**src/rtl/dmux_4way_16.sv**
```systemverilog
// 1-to-4 word demultiplexer with a one-hot select decode and a registered copy of sel.
// Define DMUX4WAY16_OUT_REG_EN to register a/b/c/d and sel_onehot (1-cycle latency).
module dmux_4way_16 #(
    parameter int WIDTH = 16
) (
    input  logic             clk,
    input  logic             rst_n,
    input  logic [WIDTH-1:0] in,
    input  logic [1:0]       sel,
    output logic [WIDTH-1:0] a,
    output logic [WIDTH-1:0] b,
    output logic [WIDTH-1:0] c,
    output logic [WIDTH-1:0] d,
    output logic [3:0]       sel_onehot,
    output logic [1:0]       last_sel
);

    localparam int NUM_OUT = 4;

    logic [NUM_OUT-1:0]            onehot_c;
    logic [NUM_OUT-1:0][WIDTH-1:0] route_c;

    // Unmatched sel values (X/Z) fall to the default, so no output sees X.
    always_comb begin
        onehot_c = '0;
        case (sel)
            2'b00:   onehot_c = 4'b0001;
            2'b01:   onehot_c = 4'b0010;
            2'b10:   onehot_c = 4'b0100;
            2'b11:   onehot_c = 4'b1000;
            default: onehot_c = '0;
        endcase
    end

    for (genvar i = 0; i < NUM_OUT; i++) begin : g_route
        assign route_c[i] = onehot_c[i] ? in : '0;
    end

    always_ff @(posedge clk) begin
        if (!rst_n) last_sel <= '0;
        else        last_sel <= sel;
    end

`ifdef DMUX4WAY16_OUT_REG_EN
    logic [NUM_OUT-1:0][WIDTH-1:0] route_q;
    logic [NUM_OUT-1:0]            onehot_q;

    always_ff @(posedge clk) begin
        if (!rst_n) begin
            route_q  <= '0;
            onehot_q <= '0;
        end else begin
            route_q  <= route_c;
            onehot_q <= onehot_c;
        end
    end

    assign a          = route_q[0];
    assign b          = route_q[1];
    assign c          = route_q[2];
    assign d          = route_q[3];
    assign sel_onehot = onehot_q;
`else
    // Reset deliberately leaves the routing path alone.
    assign a          = route_c[0];
    assign b          = route_c[1];
    assign c          = route_c[2];
    assign d          = route_c[3];
    assign sel_onehot = onehot_c;
`endif

endmodule

```
**config.mk**
```make
export PLATFORM = sky130hd
export DESIGN_NAME = dmux_4way_16
export DESIGN_NICKNAME = d
export VERILOG_FILES = /design/src/rtl/dmux_4way_16.sv
export SDC_FILE = /design/constraint.sdc
export NUM_CORES = 1
export LEC_CHECK = 0
export ABC_AREA = 0
export CORE_AREA = 2 2 60 50
export DETAILED_ROUTE_END_ITERATION = 10
export DIE_AREA = 0 0 62 52
export GPL_ROUTABILITY_DRIVEN = 0
export PLACE_DENSITY = 0.95
export SYNTH_ARGS = -nofsm -noshare
export SYNTH_HDL_FRONTEND = slang
export SYNTH_SLANG_ARGS = --single-unit
```
**constraint.sdc**
```tcl
create_clock -name clk -period 1.6 [get_ports clk]
set_clock_uncertainty 0.1 [all_clocks]
set_input_delay 0.32 -clock clk [delete_from_list [all_inputs] [get_ports clk]]
set_output_delay 0.32 -clock clk [all_outputs]
set_load 0.005 [all_outputs]
```
# [After elaboration in Yosys (flattened, before gate mapping)]
# Cells that the tools add are included.
[word_totals] latch_bits=0 in_bits=20 ramBits=0 out_inout_bits=70 memories=0 romBits=0 ff_bits=2
[op_classes] n_reduce_logical=1 n_div=0 n_shift=0 add_sub_neg=0 n_mul=0 eq_ne=3 n_bitwise=0 magnitude_cmp=0 n_mux=5
[op_table] op="two-way mux 16 bit" count=4
[op_table] op="case mux 4 bit (4 select lines)" count=1
[op_table] op="equality test 2 bit, second input constant" count=2
[op_table] op="equality test 2 x 1 -> 1 bit, second input constant" count=1
[op_table] op="logical NOT 2 bit" count=1

# [Depth between registers and ports, before layout]
[logic_depth] depth_word=3 depth_mapped=3

# [Least setup slack after synthesis]
# OpenSTA, ideal clock, no wires.
[synth_path] path_type="input to output" start="input port sel[1]" end="output port a[10]" path_slack_ps=395 arrival_ps=785 stages=3 path_cell_list="buf_2 > buf_6 > nor3b_2"
[synth_between] elab_chain_cells=3
[synth_lines] item="from (decl)" line_no="9" source="input logic [1:0] sel,"
[synth_lines] item="equality test 2 bit (tied with other cells)" line_no="26" source="case (sel)"
[synth_lines] item="case mux 4 bit (4 select lines) (*)" line_no="26"
[synth_lines] item="two-way mux 16 bit (*)" line_no="36" source="assign route_c[i] = onehot_c[i] ? in : '0;"
[synth_lines] item="to (decl)" line_no="10" source="output logic [WIDTH-1:0] a,"
# Mark *: on every way between the ends. The rest lies on a longest branch, timed or not.

# [Worst setup path after layout]
[layout_path] start="input port sel[0]" end="output port d[11]"
[layout_between] elab_chain_cells=3
[layout_lines] item="equality test 2 bit (tied with other cells)" line_no="26"
[layout_lines] item="case mux 4 bit (4 select lines) (*)" line_no="26"
[layout_lines] item="two-way mux 16 bit (*)" line_no="36"
[layout_lines] item="to (decl)" line_no="13" source="output logic [WIDTH-1:0] d,"
# Marks and branches as above.

==> impl_metrics.prom <==
# TYPE chip_impl_metric gauge
chip_impl_info{name="grt_setup_unrepaired",value="false"} 1
chip_impl_metric{name="cellLeakagePower",unit="nW"} 1.13
chip_impl_info{name="synthMostInstantiatedCell",value="sky130_fd_sc_hd__and3b_1"} 1
chip_impl_metric{name="timing.final.setup_violations",unit=""} 0
chip_impl_info{name="yosysTopAreaCell",value="sky130_fd_sc_hd__and3b_1"} 1
chip_impl_metric{name="count_of_tritonroute_iterations_in_the_first_routing_pass",unit=""} 6
chip_impl_metric{name="vias",unit=""} 1059
chip_impl_metric{name="placeableCoreArea",unit="um^2"} 2660
chip_impl_metric{name="syn_area",unit="um^2"} 703
chip_impl_info{name="ys_dominant_reg_cell",value="sky130_fd_sc_hd__dfxtp_1"} 1
chip_impl_metric{name="syn-instance-count",unit=""} 86
chip_impl_metric{name="fp.dieW",unit="um"} 62
chip_impl_metric{name="cp.required",unit="ns"} 1.18
chip_impl_metric{name="share_of_flip_flops_with_an_asynchronous_set_or_reset",unit="%"} 0
chip_impl_metric{name="worst-path-max-fanout",unit=""} 7
chip_impl_info{name="critPathLaunchType",value="primary input"} 1
chip_impl_metric{name="portBuffers",unit=""} 89
chip_impl_metric{name="initialDrtViolationCount",unit=""} 32
chip_impl_metric{name="cts-hold-fix-buffers",unit=""} 0
chip_impl_info{name="cp-end-kind",value="output port"} 1
chip_impl_metric{name="slew_viol_final",unit=""} 0
chip_impl_metric{name="cp_data_arrival_time",unit="ns"} 1.16
chip_impl_metric{name="hold_viol",unit=""} 0
chip_impl_info{name="cts_tree",value="yes"} 1
chip_impl_metric{name="postSynthAreaPerCell",unit="um^2"} 8.18
chip_impl_metric{name="num_ports",unit=""} 90
chip_impl_metric{name="n_fill_cell",unit=""} 238
chip_impl_metric{name="ctsLongestPathBuffers",unit=""} 2
chip_impl_info{name="synth.area.top_cells",value="sky130_fd_sc_hd__and3b_1, sky130_fd_sc_hd__nor3b_2, sky130_fd_sc_hd__and3_1"} 1
chip_impl_metric{name="antenna-diode-count",unit=""} 0
chip_impl_info{name="min-delay-path-class",value="primary input to flip-flop"} 1
chip_impl_info{name="worst_path_class_setup",value="primary input to output port"} 1
chip_impl_metric{name="timing.setup.tns",unit="ns"} 0
chip_impl_metric{name="average_wire_per_cell_in_the_routed_design",unit="um"} 15.5
chip_impl_metric{name="initial_core_util",unit="%"} 26.4
chip_impl_metric{name="power_density",unit="nW/um^2"} 286
chip_impl_metric{name="max_clock_freq",unit="MHz"} 635
chip_impl_metric{name="grt-ovfl-total",unit=""} 0
chip_impl_metric{name="netlist-cell-type-count",unit=""} 11
chip_impl_metric{name="detail_route.vias_per_cell",unit=""} 4.86
chip_impl_metric{name="peakVddDrop",unit="V"} 0.000179
chip_impl_metric{name="cts.htree.levels",unit=""} 1
chip_impl_info{name="worst_setup_path_startpoint",value="sel[0]"} 1
chip_impl_metric{name="area_delta_synth_final",unit="%"} 158
chip_impl_metric{name="cts_made_buffers",unit=""} 3
chip_impl_metric{name="multi_input_comb_area",unit="um^2"} 613
chip_impl_metric{name="drcViolationCount",unit=""} 0
chip_impl_metric{name="period_needed",unit="ns"} 1.58
chip_impl_metric{name="timing_worst_slew_pin_value",unit="ns"} 0.195
chip_impl_info{name="post_synth_most_frequent_cells",value="sky130_fd_sc_hd__and3b_1, sky130_fd_sc_hd__and3_1, sky130_fd_sc_hd__nor3b_2"} 1
chip_impl_metric{name="tcrit_tclk_final",unit="%"} 98.4
chip_impl_metric{name="clkTransAtPathRegs",unit="ns"} 0.03
chip_impl_metric{name="maxCapViolations",unit=""} 0
chip_impl_metric{name="dieHeight",unit="um"} 52
chip_impl_metric{name="hpwl",unit="mm"} 2.12
chip_impl_info{name="status",value="finished, final reports clean"} 1
chip_impl_metric{name="layout-drive-gt1-share",unit="%"} 23.3
chip_impl_metric{name="die-area",unit="um^2"} 3220
chip_impl_metric{name="synth.yosys.seq_area_share",unit="%"} 5.69
chip_impl_metric{name="synth_edf_count",unit=""} 0
chip_impl_metric{name="drtAntennaViolNets",unit=""} 0
chip_impl_metric{name="layout.area.seq",unit="um^2"} 40.0
chip_impl_metric{name="wl",unit="mm"} 3.38
chip_impl_metric{name="syn-num-nets",unit=""} 106
chip_impl_metric{name="largest_reg_flops",unit=""} 2
chip_impl_metric{name="synthDominantCellAreaShare",unit="%"} 39.9
chip_impl_metric{name="synth.yosys.warnings",unit=""} 0
chip_impl_metric{name="relSlewSlack",unit="%"} 86.9
chip_impl_metric{name="global_route_wire_length_before_repair",unit="mm"} 5.20
chip_impl_metric{name="ys_seq_elements",unit=""} 2
chip_impl_metric{name="grt_start_max_net_pins",unit=""} 22
chip_impl_metric{name="via_count_of_the_first_global_routing_pass",unit=""} 1039
chip_impl_metric{name="grt_antenna_before_repair",unit=""} 0
chip_impl_metric{name="grt.total_usage",unit="%"} 21.6
chip_impl_metric{name="finish.net_count",unit=""} 202
chip_impl_info{name="worstSetupEndpoint",value="d[11]"} 1
chip_impl_metric{name="num_rows",unit=""} 17
chip_impl_info{name="max_flop_register",value="last_sel"} 1
chip_impl_info{name="biggestRegsByFlops",value="last_sel x2"} 1
chip_impl_metric{name="clock_tree_sinks",unit=""} 2
chip_impl_info{name="root_buffer",value="sky130_fd_sc_hd__clkbuf_4"} 1
chip_impl_metric{name="final_util",unit="%"} 68.2
==> critical path: stages <==
cell	delay (ns)
sky130_fd_sc_hd__buf_8	0.13
sky130_fd_sc_hd__buf_16	0.13
sky130_fd_sc_hd__buf_4	0.15
sky130_fd_sc_hd__and3_1	0.16
sky130_fd_sc_hd__dlygate4sd2_1	0.26
==> worst min-delay path by stage <==
stage | from | endpoint | slack (ns) | depth (start not counted)
after floorplan | rst_n | last_sel[0] | 0.35 | 1
final | sel[0] | last_sel[0] | 0.54 | 4
after CTS | sel[0] | last_sel[0] | 0.52 | 4
after global placement | sel[0] | last_sel[0] | 0.69 | 3
after detailed placement | sel[1] | last_sel[1] | 0.72 | 3
after global routing | sel[1] | last_sel[1] | 0.56 | 3
==> cell usage in the layout (no fill, tap or decap) <==
cell type,n
sky130_fd_sc_hd__bufbuf_16,2
sky130_fd_sc_hd__dlymetal6s2s_1,1
sky130_fd_sc_hd__nor3b_4,1
sky130_fd_sc_hd__buf_4,7
sky130_fd_sc_hd__nor2_1,1
sky130_fd_sc_hd__buf_2,3
sky130_fd_sc_hd__nor2b_1,2
sky130_fd_sc_hd__clkdlybuf4s15_2,2
sky130_fd_sc_hd__clkbuf_2,1
sky130_fd_sc_hd__nor3b_2,13
sky130_fd_sc_hd__and3b_1,31
sky130_fd_sc_hd__and3b_2,1
sky130_fd_sc_hd__clkdlybuf4s15_1,16
sky130_fd_sc_hd__buf_12,4
sky130_fd_sc_hd__dlygate4sd2_1,61
sky130_fd_sc_hd__clkbuf_4,3
sky130_fd_sc_hd__clkdlybuf4s50_1,3
sky130_fd_sc_hd__and3_1,16
sky130_fd_sc_hd__dfxtp_1,2
sky130_fd_sc_hd__buf_16,3
sky130_fd_sc_hd__buf_8,2
sky130_fd_sc_hd__and2_1,3
sky130_fd_sc_hd__nor3b_1,2
==> kinds of logic after synthesis <==
logic type	Yosys count	synth area share, %
buffers and inverters	14	11.7
flip-flops	2	5.69
AND/OR/NAND/NOR	70	82.6
==> metal layers <==
| metal | GRT usage (%) | up-vias | share of wire, % | routed length, um |
|---|---|---|---|---|
| li1 | - | 503 | - | - |
| met3 | 3.73 | 8 | 5.4 | 183 |
| met1 | 26.4 | 502 | 41 | 1370 |
| met2 | 36.8 | 46 | 52 | 1760 |
| met5 | 0 | - | 0 | 0 |
| met4 | 8.16 | 0 | 1.7 | 57 |
==> final cells by class <==
class	count	share of cell area, %
repair buffers	105	60.1
multi-input cells	70	33.8
well taps	38	2.62
flip-flops and latches	2	2.21
clock buffers	3	1.24
==> power by group <==
part	switching, mW	internal (mW)
Clock	0.0256	0.0825
Sequential	0.000601	0.0530
Combinational	0.135	0.221
Total	0.161	0.357
==> stage by stage <==
| step | power, mW | hold WS, ns | setup slack, ns | instances | instance area, um^2 |
|---|---|---|---|---|---|
| floorplan | 0.177 | 0.347 | 0.395 | 86 | 703 |
| global placement | 0.382 | 0.691 | -0.357 | 204 | 1620 |
| detailed placement | 0.392 | 0.718 | -0.413 | 204 | 1620 |
| CTS | 0.520 | 0.520 | 0.0000360 | 218 | 1790 |
| global route | 0.558 | 0.559 | 0.00208 | 218 | 1810 |
| finish | 0.518 | 0.540 | 0.0249 | 218 | 1810 |
==> timing repair <==
item	CTS	global route
gates cloned	5	0
endpoints found under the setup margin	68	15
gates resized for setup	115	19
setup buffers	6	0
(Power assumes the default switching activity.)
